==> src/rtl/timer_ctrl_if.sv <==
// timer_ctrl_if: single-cycle register bus between a host and timer_ctrl.
interface timer_ctrl_if;
    logic        cs;
    logic        we;
    logic [7:0]  address;
    logic [31:0] write_data;
    logic [31:0] read_data;
    logic        ready;

    modport master (output cs, we, address, write_data, input read_data, ready);
    modport slave  (input cs, we, address, write_data, output read_data, ready);
endinterface

==> src/rtl/timer_ctrl.sv <==
// timer_ctrl: register front-end for a timer core; start/stop pulses, expiry flag, irq.
module timer_ctrl #(
    parameter logic [31:0] NAME0   = 32'h74696d65,
    parameter logic [31:0] NAME1   = 32'h72202020,
    parameter logic [31:0] VERSION = 32'h00000001
) (
    input  logic         clk,
    input  logic         reset_n,
    timer_ctrl_if.slave  bus,
    output logic         irq,
    output logic [31:0]  prescaler_init,
    output logic [31:0]  timer_init,
    output logic         start,
    output logic         stop,
    input  logic [31:0]  curr_timer,
    input  logic         running
);
    logic        expired_reg, irq_en_reg, running_prev_reg, stop_prev_reg;
    logic        rd, ctrl_wr, status_wr, pre_wr, tim_wr, irqen_wr;
    logic        do_start, do_stop, expire_set;
    logic [31:0] rd_mux;

    always_comb begin
        rd        = bus.cs && !bus.we;
        ctrl_wr   = bus.cs && bus.we && bus.address == 8'h08;
        status_wr = bus.cs && bus.we && bus.address == 8'h09;
        pre_wr    = bus.cs && bus.we && bus.address == 8'h0a;
        tim_wr    = bus.cs && bus.we && bus.address == 8'h0b;
        irqen_wr  = bus.cs && bus.we && bus.address == 8'h0c;
        do_start  = ctrl_wr && bus.write_data[0] && !bus.write_data[1] && !running;
        do_stop   = ctrl_wr && bus.write_data[1] && running;
        // a fall of running that follows our own stop pulse is not an expiry
        expire_set = running_prev_reg && !running && !stop_prev_reg && !stop;
        rd_mux = '0;
        case (bus.address)
            8'h00: rd_mux = NAME0;
            8'h01: rd_mux = NAME1;
            8'h02: rd_mux = VERSION;
            8'h09: rd_mux = {30'h0, expired_reg, running};
            8'h0a: rd_mux = prescaler_init;
            8'h0b: rd_mux = running ? curr_timer : timer_init;
            8'h0c: rd_mux = {31'h0, irq_en_reg};
            default: rd_mux = '0;
        endcase
        irq = expired_reg && irq_en_reg;
    end

    always_ff @(posedge clk or negedge reset_n) begin
        if (!reset_n) begin
            bus.read_data    <= '0;
            bus.ready        <= 1'b0;
            prescaler_init   <= '0;
            timer_init       <= '0;
            start            <= 1'b0;
            stop             <= 1'b0;
            expired_reg      <= 1'b0;
            irq_en_reg       <= 1'b0;
            running_prev_reg <= 1'b0;
            stop_prev_reg    <= 1'b0;
        end else begin
            bus.ready        <= bus.cs;
            start            <= do_start;
            stop             <= do_stop;
            stop_prev_reg    <= stop;
            running_prev_reg <= running;
            if (rd) bus.read_data <= rd_mux;
            if (pre_wr && !running) prescaler_init <= bus.write_data;
            if (tim_wr && !running) timer_init <= bus.write_data;
            if (irqen_wr) irq_en_reg <= bus.write_data[0];
            if (expire_set) expired_reg <= 1'b1;
            else if (do_start || (status_wr && bus.write_data[1])) expired_reg <= 1'b0;
        end
    end
endmodule

==> src/flat_wrapper.sv <==
// flat-port wrapper written by rule: the top's interface ports become plain ports
module timer_ctrl_flat 
#(
    parameter logic [31:0] NAME0   = 32'h74696d65,
    parameter logic [31:0] NAME1   = 32'h72202020,
    parameter logic [31:0] VERSION = 32'h00000001
)
  (clk, reset_n, irq, prescaler_init, timer_init, start, stop, curr_timer, running, bus_cs, bus_we, bus_address, bus_write_data, bus_read_data, bus_ready);
  timer_ctrl_if bus_i ();
  input  logic clk;
  input  logic reset_n;
  output logic irq;
  output logic [31:0] prescaler_init;
  output logic [31:0] timer_init;
  output logic start;
  output logic stop;
  input  logic [31:0] curr_timer;
  input  logic running;
  input wire logic [$bits(bus_i.cs)-1:0] bus_cs;
  input wire logic [$bits(bus_i.we)-1:0] bus_we;
  input wire logic [$bits(bus_i.address)-1:0] bus_address;
  input wire logic [$bits(bus_i.write_data)-1:0] bus_write_data;
  output wire logic [$bits(bus_i.read_data)-1:0] bus_read_data;
  output wire logic [$bits(bus_i.ready)-1:0] bus_ready;
  assign bus_i.cs = bus_cs;
  assign bus_i.we = bus_we;
  assign bus_i.address = bus_address;
  assign bus_i.write_data = bus_write_data;
  assign bus_read_data = bus_i.read_data;
  assign bus_ready = bus_i.ready;
  timer_ctrl #(.NAME0(NAME0), .NAME1(NAME1), .VERSION(VERSION)) u_core (.clk(clk), .reset_n(reset_n), .bus(bus_i), .irq(irq), .prescaler_init(prescaler_init), .timer_init(timer_init), .start(start), .stop(stop), .curr_timer(curr_timer), .running(running));
endmodule
==> config.mk <==
export PLATFORM = sky130hd
export DESIGN_NAME = timer_ctrl_flat
export DESIGN_NICKNAME = d
export VERILOG_FILES = /design/src/rtl/timer_ctrl_if.sv /design/src/rtl/timer_ctrl.sv /design/src/flat_wrapper.sv
export SDC_FILE = /design/constraint.sdc
export NUM_CORES = 1
export LEC_CHECK = 0
export BUFFER_PORTS_ARGS = -buffer_cell sky130_fd_sc_hd__buf_2
export CORE_ASPECT_RATIO = 0.6
export CORE_MARGIN = 2
export CORE_UTILIZATION = 55
export CTS_BUF_LIST = sky130_fd_sc_hd__clkbuf_8
export DETAILED_ROUTE_END_ITERATION = 7
export PLACE_DENSITY_LB_ADDON = 0.2
export SLEW_MARGIN = 20
export SYNTH_ARGS = -nofsm -noshare
export SYNTH_HDL_FRONTEND = slang
export SYNTH_SLANG_ARGS = --single-unit
==> constraint.sdc <==
create_clock -name clk -period 1.75 [get_ports clk]
set_input_delay 0.35 -clock clk [delete_from_list [all_inputs] [get_ports clk]]
set_output_delay 0.35 -clock clk [all_outputs]
set_load 0.01 [all_outputs]
==> impl_metrics.py, run 1 <==
metrics = {
    "status": {
        "status": "finished, final reports clean",
    },
    "synthesis": {
        "synth_area_leaders": "dfrtp_1 55%, mux2_2 8.6%, mux2_1 7.2%, mux2i_1 6.4%, nand2_1 3.0%",
        "syn_area_um2": 4710,
        "avgSynthCellArea_um2": 11.9,
        "synth_area_leader_cell": "dfrtp_1",
        "ys_seq_area_frac": 0.547,
        "synth_top_area_frac": 0.547,
        "synth-edff-count": 0,
        "synth-seq-cells": 103,
        "synth-main-ff-cell": "dfrtp_1",
        "synthArstFlopShare": 1.00,
        "ys_types": 36,
        "syn_nets": 474,
        "ys_warn_count": 0,
        "syn_inst": 397,
    },
    "clock_tree": {
        "cts_tree": "yes",
        "cts_setup_buffers": 0,
        "clk_pin_slew_ns": 0.09,
        "cts_inserted_buffers": 9,
        "cts_max_path_buffers": 2,
        "clock_sinks": 103,
        "cts-root-buf": "clkbuf_8",
        "cts-htree-levels": 3,
        "clock_latency_ns": 0.36,
        "cts_resized": 0,
    },
    "floorplanning": {
        "pin_count": 177,
        "core-area_um2": 8430,
        "die_area_um2": 9350,
        "die_y_um": 75.7,
        "std_cell_rows": 26,
        "start_util": 0.559,
        "die_width_um": 123,
    },
    "detailed_routing": {
        "wl_per_cell_um": 17.2,
        "antenna_left": 0,
        "drtPass1Iterations": 4,
        "drcViolationCount": 0,
        "vias_per_cell": 5.54,
        "first_iter_violations": 196,
        "drt_wl_total_mm": 12.1,
        "vias": 3894,
    },
    "finish": {
        "num-nets-final": 663,
        "area_delta_synth_final_pct": 30.3,
        "layout.cells.non_filler": 703,
        "top_regs": "u_core.bus.read_data x32, u_core.prescaler_init x32, u_core.timer_init x32",
        "antenna_cells": 0,
        "drive_above_1_share": 0.469,
        "layout_common_cells": "175 x buf_2, 103 x dfrtp_1, 38 x nand2_1",
        "fin_util": 0.728,
        "layout_commonest_cell": "buf_2",
        "fillers": 632,
        "multi_input_area_um2": 2040,
        "seqCellArea_um2": 2580,
    },
    "worst_setup_path": {
        "path_cells": "buf_2 -> or4_4 -> buf_4 -> or4_4 -> o21ai_2",
        "r2r_start": "u_core.timer_init[0]",
        "startpoint_type": "input pin",
        "ff2ff_path_depth": 4,
        "crit_fanout": 7,
        "path_common_cell": "or4_4",
        "path_class": "in2reg",
        "cp-end-kind": "flip-flop",
        "required_ns": 2.04,
        "timing.rr.end": "u_core.bus.read_data[0]",
        "critical_path_arrival_ns": 1.96,
        "critical-path-max-stage-delay_ns": 0.61,
        "worst_path_max_delay_cell": "or4_4",
        "reg2reg_slack_ns": 0.51,
    },
    "power": {
        "p_clk_frac": 0.345,
        "seqPwrFrac": 0.553,
        "p_int_mw": 3.30,
        "combPwrFrac": 0.102,
        "powerDensity_nw_per_um2": 715,
        "sw_frac_of_total": 0.248,
        "p_leak_nw": 3.42,
        "max-vdd-ir-drop_mv": 0.583,
        "power.switching_mw": 1.09,
    },
    "sta": {
        "tightestPinTransition_ns": 0.723,
        "timing.fmax_mhz": 597,
        "rsz0062_at_grt": "no",
        "setup_viol": 0,
        "fin_crit_sh": 0.957,
        "slew_headroom": 0.516,
        "finalHoldViolations": 0,
        "post-route-min-period_ns": 1.67,
        "skew_ns": 0.00701,
        "finalMaxSlewViolations": 0,
    },
    "min_path": {
        "min_path_type": "in2reg",
        "min_from": "bus_cs",
        "holdPathEnd": "u_core.bus.ready",
        "hold_depth": 1,
    },
    "global_routing": {
        "grt_pass1_vias": 3627,
        "gr-total-overflow": 0,
        "grt_pass1_wl_mm": 18.4,
        "antenna_found_initial": 0,
        "grt_max_degree": 58,
        "track_usage": 0.263,
    },
    "flow_run": {
        "drv_cap": 0,
    },
    "placement": {
        "place_congestion": 0.893,
        "port_buffers": 176,
        "dp_hpwl_mm": 8.89,
        "place_inst": 686,
    },
}
-- routing by layer --
metal / vias up / wire length (µm) / global-route usage
li1: 1811 / - / -
met1: 1926 / 5770 / 0.379
met2: 146 / 5380 / 0.397
met3: 11 / 827 / 0.0681
met4: 0 / 127 / 0.0795
met5: - / 0 / 0
-- area by class of cell --
cell class	count	area share
multi-input combinational	263	0.332
clock inverter	6	0.00979
tap	112	0.0228
inverter	3	0.00184
clock buffer	10	0.0224
sequential	103	0.420
timing repair buffer	206	0.191
-- cells in the mapped netlist (2+ instances only) --
| library cell | n |
|---|---|
| nor4_1 | 3 |
| buf_1 | 2 |
| nand2_1 | 38 |
| nand2b_1 | 3 |
| clkbuf_1 | 7 |
| o21ai_2 | 7 |
| mux2i_1 | 30 |
| or4_1 | 3 |
| o21ai_0 | 28 |
| buf_4 | 4 |
| nand4_1 | 2 |
| dfrtp_1 | 103 |
| buf_2 | 12 |
| o22ai_1 | 11 |
| inv_1 | 3 |
| nor2_1 | 13 |
| a22o_1 | 12 |
| mux2_2 | 36 |
| and2_1 | 2 |
| mux2_1 | 30 |
| nor3_1 | 2 |
| buf_6 | 3 |
| nor4b_1 | 2 |
| a21oi_1 | 28 |
| and3b_1 | 2 |
-- metrics by stage --
step	area (µm²)	hold slack, ns	setup TNS (ns)	worst slack (ns)	power, mW
after floorplan	4800	0.0544	-5.31	-0.166	2.66
after global placement	5930	0.357	-14.11	-0.275	2.90
after detailed placement	5930	0.363	-15.06	-0.296	2.92
after CTS	6140	0.120	0	0.0903	4.41
after global routing	6140	0.112	0	0.0663	4.56
final	6140	0.143	0	0.0753	4.39
-- logic make-up after synthesis --
| logic type | after synthesis | synth area share |
|---|---|---|
| flops | 103 | 0.547 |
| simple gates | 76 | 0.0770 |
| mux | 96 | 0.222 |
| buf+inv | 31 | 0.0359 |
| compound gates | 91 | 0.118 |
-- worst max-delay path by stage --
stage | start | endpoint | cells past startpoint
2_1_floorplan | bus_address[5] | u_core.prescaler_init[10] | 7
3_3_place_gp | bus_address[5] | u_core.bus.read_data[13] | 5
3_5_place_dp | bus_address[5] | u_core.bus.read_data[13] | 5
4_1_cts | bus_address[5] | u_core.bus.read_data[13] | 5
5_1_grt | bus_address[5] | u_core.bus.read_data[13] | 5
6_report | bus_address[5] | u_core.bus.read_data[13] | 5
-- critical path, delay by kind of cell --
| kind | cells | cell delay, ns |
|---|---|---|
| AND/OR/NAND/NOR | 2 | 1.17 |
| AO/OA/AOI/OAI | 1 | 0.16 |
| buffers and inverters | 2 | 0.28 |
-- power groups by stage --
stage	registers [mW]	clock network, mW	logic (mW)
2_1_floorplan	2.48	0	0.183
6_report	2.42	1.51	0.448
4_1_cts	2.42	1.54	0.450
5_1_grt	2.43	1.64	0.494
3_3_place_gp	2.47	0	0.435
3_5_place_dp	2.47	0	0.446
-- timing repair --
item	4_1_cts	5_1_grt
endpoints found under the setup margin	0	0
hold buffers	1	0
hold endpoints to repair	78	0
Power figures use the tool's default switching activity.
==> run 2, diff against run 1 <==
--- a/config.mk
+++ b/config.mk
@@ -7,7 +7,7 @@
 export LEC_CHECK = 0
 export BUFFER_PORTS_ARGS = -buffer_cell sky130_fd_sc_hd__buf_2
 export CORE_ASPECT_RATIO = 0.6
-export CORE_MARGIN = 2
+export CORE_MARGIN = 3
 export CORE_UTILIZATION = 55
 export CTS_BUF_LIST = sky130_fd_sc_hd__clkbuf_8
 export DETAILED_ROUTE_END_ITERATION = 7
==> run 2 against run 1 <==
Net effect:
- non-clock buffer count decreased by 2
- critical path depth up 1
- die area increased by 4.3%
- final area grew 0.71%
- register-to-register slack better by 0.05 ns
- cell count fell by 0.85%
- largest power group unchanged
==> impl_metrics.py, run 2 (same netlist as run 1, synthesis figures left out) <==
metrics = {
    "worst_setup_path": {
        "critical_path_arrival_ns": 1.95,
        "path_class": "in2reg",
        "critical-path-max-stage-delay_ns": 0.58,
        "worst_path_max_delay_cell": "or4_4",
        "path_cells": "buf_2 -> or4_4 -> nor2_4 -> and3_2 -> buf_12 -> mux2_1",
        "cp-end-kind": "flip-flop",
        "crit_fanout": 16,
        "critPathCapture": "u_core.prescaler_init[31]",
        "r2r_start": "u_core.timer_init[25]",
        "required_ns": 2.00,
        "cp-startpoint": "bus_address[5]",
        "reg2reg_slack_ns": 0.56,
        "startpoint_type": "input pin",
        "ff2ff_path_depth": 4,
        "timing.rr.end": "u_core.bus.read_data[25]",
    },
    "sta": {
        "post-route-min-period_ns": 1.71,
        "finalMaxSlewViolations": 0,
        "timing.fmax_mhz": 585,
        "rsz0062_at_grt": "no",
        "fin_crit_sh": 0.976,
        "hold-worst-slack_ns": 0.139,
        "tightestPinTransition_ns": 0.715,
        "skew_ns": 0.00433,
        "finalHoldViolations": 0,
        "slew_headroom": 0.521,
        "setup_viol": 0,
    },
    "floorplanning": {
        "core-area_um2": 8100,
        "std_cell_rows": 25,
        "pin_count": 177,
        "die_y_um": 77.7,
        "start_util": 0.581,
        "die_width_um": 125,
        "die_area_um2": 9750,
    },
    "clock_tree": {
        "cts-root-buf": "clkbuf_8",
        "cts_tree": "yes",
        "cts_setup_buffers": 0,
        "clock_sinks": 103,
        "cts_inserted_buffers": 9,
        "clk_pin_slew_ns": 0.09,
        "clock_latency_ns": 0.37,
        "cts-htree-levels": 3,
        "cts_max_path_buffers": 2,
    },
    "finish": {
        "fillers": 579,
        "drive_above_1_share": 0.470,
        "area_delta_synth_final_pct": 31.2,
        "num-nets-final": 661,
        "layout_common_cells": "175 x buf_2, 103 x dfrtp_1, 38 x nand2_1",
        "layout_commonest_cell": "buf_2",
        "antenna_cells": 0,
        "top_regs": "u_core.bus.read_data x32, u_core.prescaler_init x32, u_core.timer_init x32",
        "layout.cells.non_filler": 697,
        "fin_util": 0.763,
    },
    "min_path": {
        "min_path_type": "in2reg",
        "min_from": "bus_cs",
    },
    "placement": {
        "port_buffers": 176,
        "dp_hpwl_mm": 9.71,
        "place_congestion": 0.873,
        "place_inst": 680,
    },
    "detailed_routing": {
        "vias": 3892,
        "drt_wl_total_mm": 13.0,
        "wl_per_cell_um": 18.7,
        "drtPass1Iterations": 4,
        "vias_per_cell": 5.58,
        "first_iter_violations": 290,
        "drcViolationCount": 0,
        "antenna_left": 0,
    },
    "flow_run": {
        "drv_cap": 0,
    },
    "power": {
        "combPwrFrac": 0.100,
        "p_int_mw": 3.48,
        "max-vdd-ir-drop_mv": 0.680,
        "finalPower_mw": 4.56,
        "sw_frac_of_total": 0.237,
        "p_clk_frac": 0.369,
        "power.switching_mw": 1.08,
        "p_leak_nw": 3.43,
        "seqPwrFrac": 0.531,
        "powerDensity_nw_per_um2": 738,
    },
    "global_routing": {
        "gr-total-overflow": 0,
        "track_usage": 0.277,
        "grt_pass1_vias": 4071,
        "grt_max_degree": 40,
        "grt_pass1_wl_mm": 21.2,
        "antenna_found_initial": 0,
    },
    "status": {
        "status": "finished, final reports clean",
    },
}
## run 2: area by class of cell
| type | instances | area (µm²) | share of cell area |
|---|---|---|---|
| clock inverters | 5 | 80.1 | 0.0130 |
| clock buffers | 11 | 151 | 0.0245 |
| flip-flops and latches | 103 | 2580 | 0.417 |
| repair buffers | 204 | 1180 | 0.192 |
| inverters | 3 | 11.3 | 0.00182 |
| multi-input cells | 263 | 2040 | 0.330 |
| well taps | 108 | 135 | 0.0219 |
## run 2: repair_timing
| item | CTS | global route |
|---|---|---|
| gates resized for setup | 1 | 0 |
| hold buffers | 1 | 0 |
| setup endpoints to repair | 2 | 0 |
| hold endpoints to repair | 28 | 0 |
## run 2: how the worst min path moves through the flow
stage                               end  slack (ns)  depth (start not counted)
6_report               u_core.bus.ready        0.14                          1
5_1_grt                u_core.bus.ready        0.12                          1
4_1_cts                u_core.bus.ready        0.12                          1
3_5_place_dp   u_core.bus.read_data[24]        0.32                          1
3_3_place_gp   u_core.bus.read_data[24]        0.32                          1
2_1_floorplan   u_core.bus.read_data[0]        0.05                          0
## run 2: critical path, delay by kind of cell
family | cells | cell delay [ns]
buf+inv | 2 | 0.29
mux | 1 | 0.36
simple gates | 3 | 0.94
## run 2: routing by layer
metal / routed length (µm) / track usage / share of wire
met2: 6050 / 0.431 / 0.46
met3: 1130 / 0.0942 / 0.087
met4: 249 / 0.0920 / 0.019
met1: 5610 / 0.367 / 0.43
met5: 0 / 0 / 0
## run 2: through the flow
step | area (µm²) | worst slack, ns | setup TNS (ns)
2_1_floorplan | 4800 | -0.166 | -5.31
3_3_place_gp | 5930 | -0.297 | -16.33
3_5_place_dp | 5930 | -0.410 | -17.58
4_1_cts | 6180 | 0.0559 | 0
5_1_grt | 6180 | 0.0292 | 0
6_report | 6180 | 0.0420 | 0
## run 2: power by group through the flow
| stage | logic (mW) | registers (mW) | clock network, mW |
|---|---|---|---|
| detailed placement | 0.452 | 2.47 | 0 |
| floorplan | 0.183 | 2.48 | 0 |
| global route | 0.502 | 2.43 | 1.81 |
| CTS | 0.458 | 2.42 | 1.71 |
| finish | 0.455 | 2.42 | 1.68 |
| global placement | 0.438 | 2.47 | 0 |
==> run 3, diff against run 2 <==
--- a/config.mk
+++ b/config.mk
@@ -10,7 +10,9 @@
 export CORE_MARGIN = 3
 export CORE_UTILIZATION = 55
 export CTS_BUF_LIST = sky130_fd_sc_hd__clkbuf_8
+export CTS_CLUSTER_SIZE = 28
 export DETAILED_ROUTE_END_ITERATION = 7
+export GPL_TIMING_DRIVEN = 0
 export PLACE_DENSITY_LB_ADDON = 0.2
 export SLEW_MARGIN = 20
 export SYNTH_ARGS = -nofsm -noshare
==> run 3 against run 2 <==
Net effect:
- worst hold slack worse by 0.026 ns
- global-route usage rose by 1.8 points
- total power decreased by 6.9%
- clock skew increased by 0.0031 ns
- largest cell class unchanged
- largest power group unchanged
==> impl_metrics.py, run 3 (same netlist as run 1, synthesis figures left out) <==
metrics = {
    "worst_setup_path": {
        "critical_path_arrival_ns": 1.99,
        "path_class": "in2reg",
        "required_ns": 2.01,
        "crit_fanout": 10,
        "cp-end-kind": "flip-flop",
        "startpoint_type": "input pin",
    },
    "min_path": {
        "min_path_type": "in2reg",
    },
    "placement": {
        "placed_area_um2": 5840,
        "place_congestion": 0.927,
        "place_ws_ns": -0.555,
        "port_buffers": 175,
        "dp_hpwl_mm": 10.1,
    },
    "power": {
        "p_leak_nw": 3.38,
        "max-vdd-ir-drop_mv": 0.703,
        "powerDensity_nw_per_um2": 696,
        "finalPower_mw": 4.25,
    },
    "clock_tree": {
        "clock_sinks": 103,
        "clk_pin_slew_ns": 0.10,
        "cts-htree-levels": 3,
        "cts_max_path_buffers": 2,
        "clock_latency_ns": 0.38,
        "cts_tree": "yes",
        "cts-root-buf": "clkbuf_8",
        "cts_inserted_buffers": 9,
    },
    "finish": {
        "area_delta_synth_final_pct": 29.5,
        "layout_commonest_cell": "buf_2",
        "antenna_cells": 0,
        "multi_input_area_um2": 2040,
        "layout_common_cells": "183 x buf_2, 103 x dfrtp_1, 38 x nand2_1",
        "seqCellArea_um2": 2580,
        "drive_above_1_share": 0.461,
        "fillers": 585,
        "fin_area_um2": 6100,
        "num-nets-final": 666,
        "top_regs": "u_core.bus.read_data x32, u_core.prescaler_init x32, u_core.timer_init x32",
    },
    "sta": {
        "tightestPinTransition_ns": 1.07,
        "slew_headroom": 0.278,
        "timing.fmax_mhz": 578,
        "rsz0062_at_grt": "yes",
        "fin_crit_sh": 0.988,
        "finalHoldViolations": 0,
        "setup_viol": 0,
        "finalMaxSlewViolations": 0,
        "fin_ws_ns": 0.0208,
        "skew_ns": 0.00739,
        "hold-worst-slack_ns": 0.113,
        "post-route-min-period_ns": 1.73,
    },
    "floorplanning": {
        "die_width_um": 125,
        "core-area_um2": 8100,
        "die_area_um2": 9750,
        "die_y_um": 77.7,
        "start_util": 0.581,
        "pin_count": 177,
        "std_cell_rows": 25,
    },
    "global_routing": {
        "gr-total-overflow": 0,
        "grt_pass1_wl_mm": 22.3,
        "grt_max_degree": 73,
        "track_usage": 0.294,
        "grt_pass1_vias": 4125,
        "antenna_found_initial": 0,
    },
    "detailed_routing": {
        "vias": 4028,
        "first_iter_violations": 371,
        "antenna_left": 0,
        "drcViolationCount": 0,
        "drtPass1Iterations": 6,
        "vias_per_cell": 5.74,
        "wl_per_cell_um": 19.9,
        "drt_wl_total_mm": 14.0,
    },
    "status": {
        "status": "finished, final reports clean",
    },
    "flow_run": {
        "drv_cap": 0,
    },
}
run 3: changes by cell type in the layout (fill, tap and decap cells not counted), moves of 3 or more:
cell and change:
buf_2 +8, buf_12 -5, buf_4 -12, buf_6 +3, clkbuf_1 +6
run 3: what timing repair did:
item | CTS | global route
resized for setup | 7 | 9
buffers inserted | 5 | 1
setup endpoints to repair | 60 | 52
gates cloned | 1 | 0
hold endpoints to repair | 31 | 0
pin swaps | 1 | 3
hold buffers | 1 | 0
run 3: layer usage:
| layer | routed length (µm) | vias up | global-route usage | part of all wire |
|---|---|---|---|---|
| met3 | 1510 | 18 | 0.0922 | 0.11 |
| met4 | 178 | 0 | 0.0703 | 0.013 |
| met1 | 6110 | 1967 | 0.423 | 0.44 |
| met5 | 0 | - | 0 | 0 |
| li1 | - | 1826 | - | - |
| met2 | 6210 | 217 | 0.440 | 0.44 |
run 3: path summary, 6_finish.rpt:
path / start / end / slack (ns) / cells past startpoint
min: bus_cs / u_core.bus.ready / 0.11 / 1
min in group asynchronous: reset_n / u_core.prescaler_init[24] / 0.41 / 2
min reg2reg: u_core.stop / u_core.stop_prev_reg / 0.44 / 0
max reg2reg: u_core.timer_init[25] / u_core.bus.read_data[25] / 0.51 / 4
max: bus_address[5] / u_core.prescaler_init[4] / 0.02 / 6
max in group asynchronous: reset_n / u_core.prescaler_init[4] / 0.69 / 3
run 3: area by class of cell:
type,count,share of cell area
Clock buffer,10,0.0226
Tap cell,108,0.0221
Timing Repair Buffer,184,0.163
Multi-Input combinational cell,263,0.335
Buffer,25,0.0267
Inverter,3,0.00185
Clock inverter,6,0.00615
Sequential cell,103,0.422
run 3: report_power, final:
part	switching, mW	internal, mW
clock network	0.829	0.549
logic	0.263	0.184
registers	0.0192	2.40
total	1.11	3.14
run 3: metrics by stage:
| step | util | instances | TNS (ns) |
|---|---|---|---|
| floorplan | - | 397 | -5.31 |
| global placement | 0.717 | 680 | -113.30 |
| detailed placement | 0.721 | 681 | -38.71 |
| CTS | 0.754 | 703 | 0 |
| global route | 0.753 | 702 | -0.00367 |
| finish | 0.753 | 702 | 0 |
run 3: critical path, stage by stage:
cell and delay [ns]:
buf_2 0.11, or4_4 0.58, nor2_4 0.14, and3_4 0.28, buf_12 0.17, mux2_1 0.34
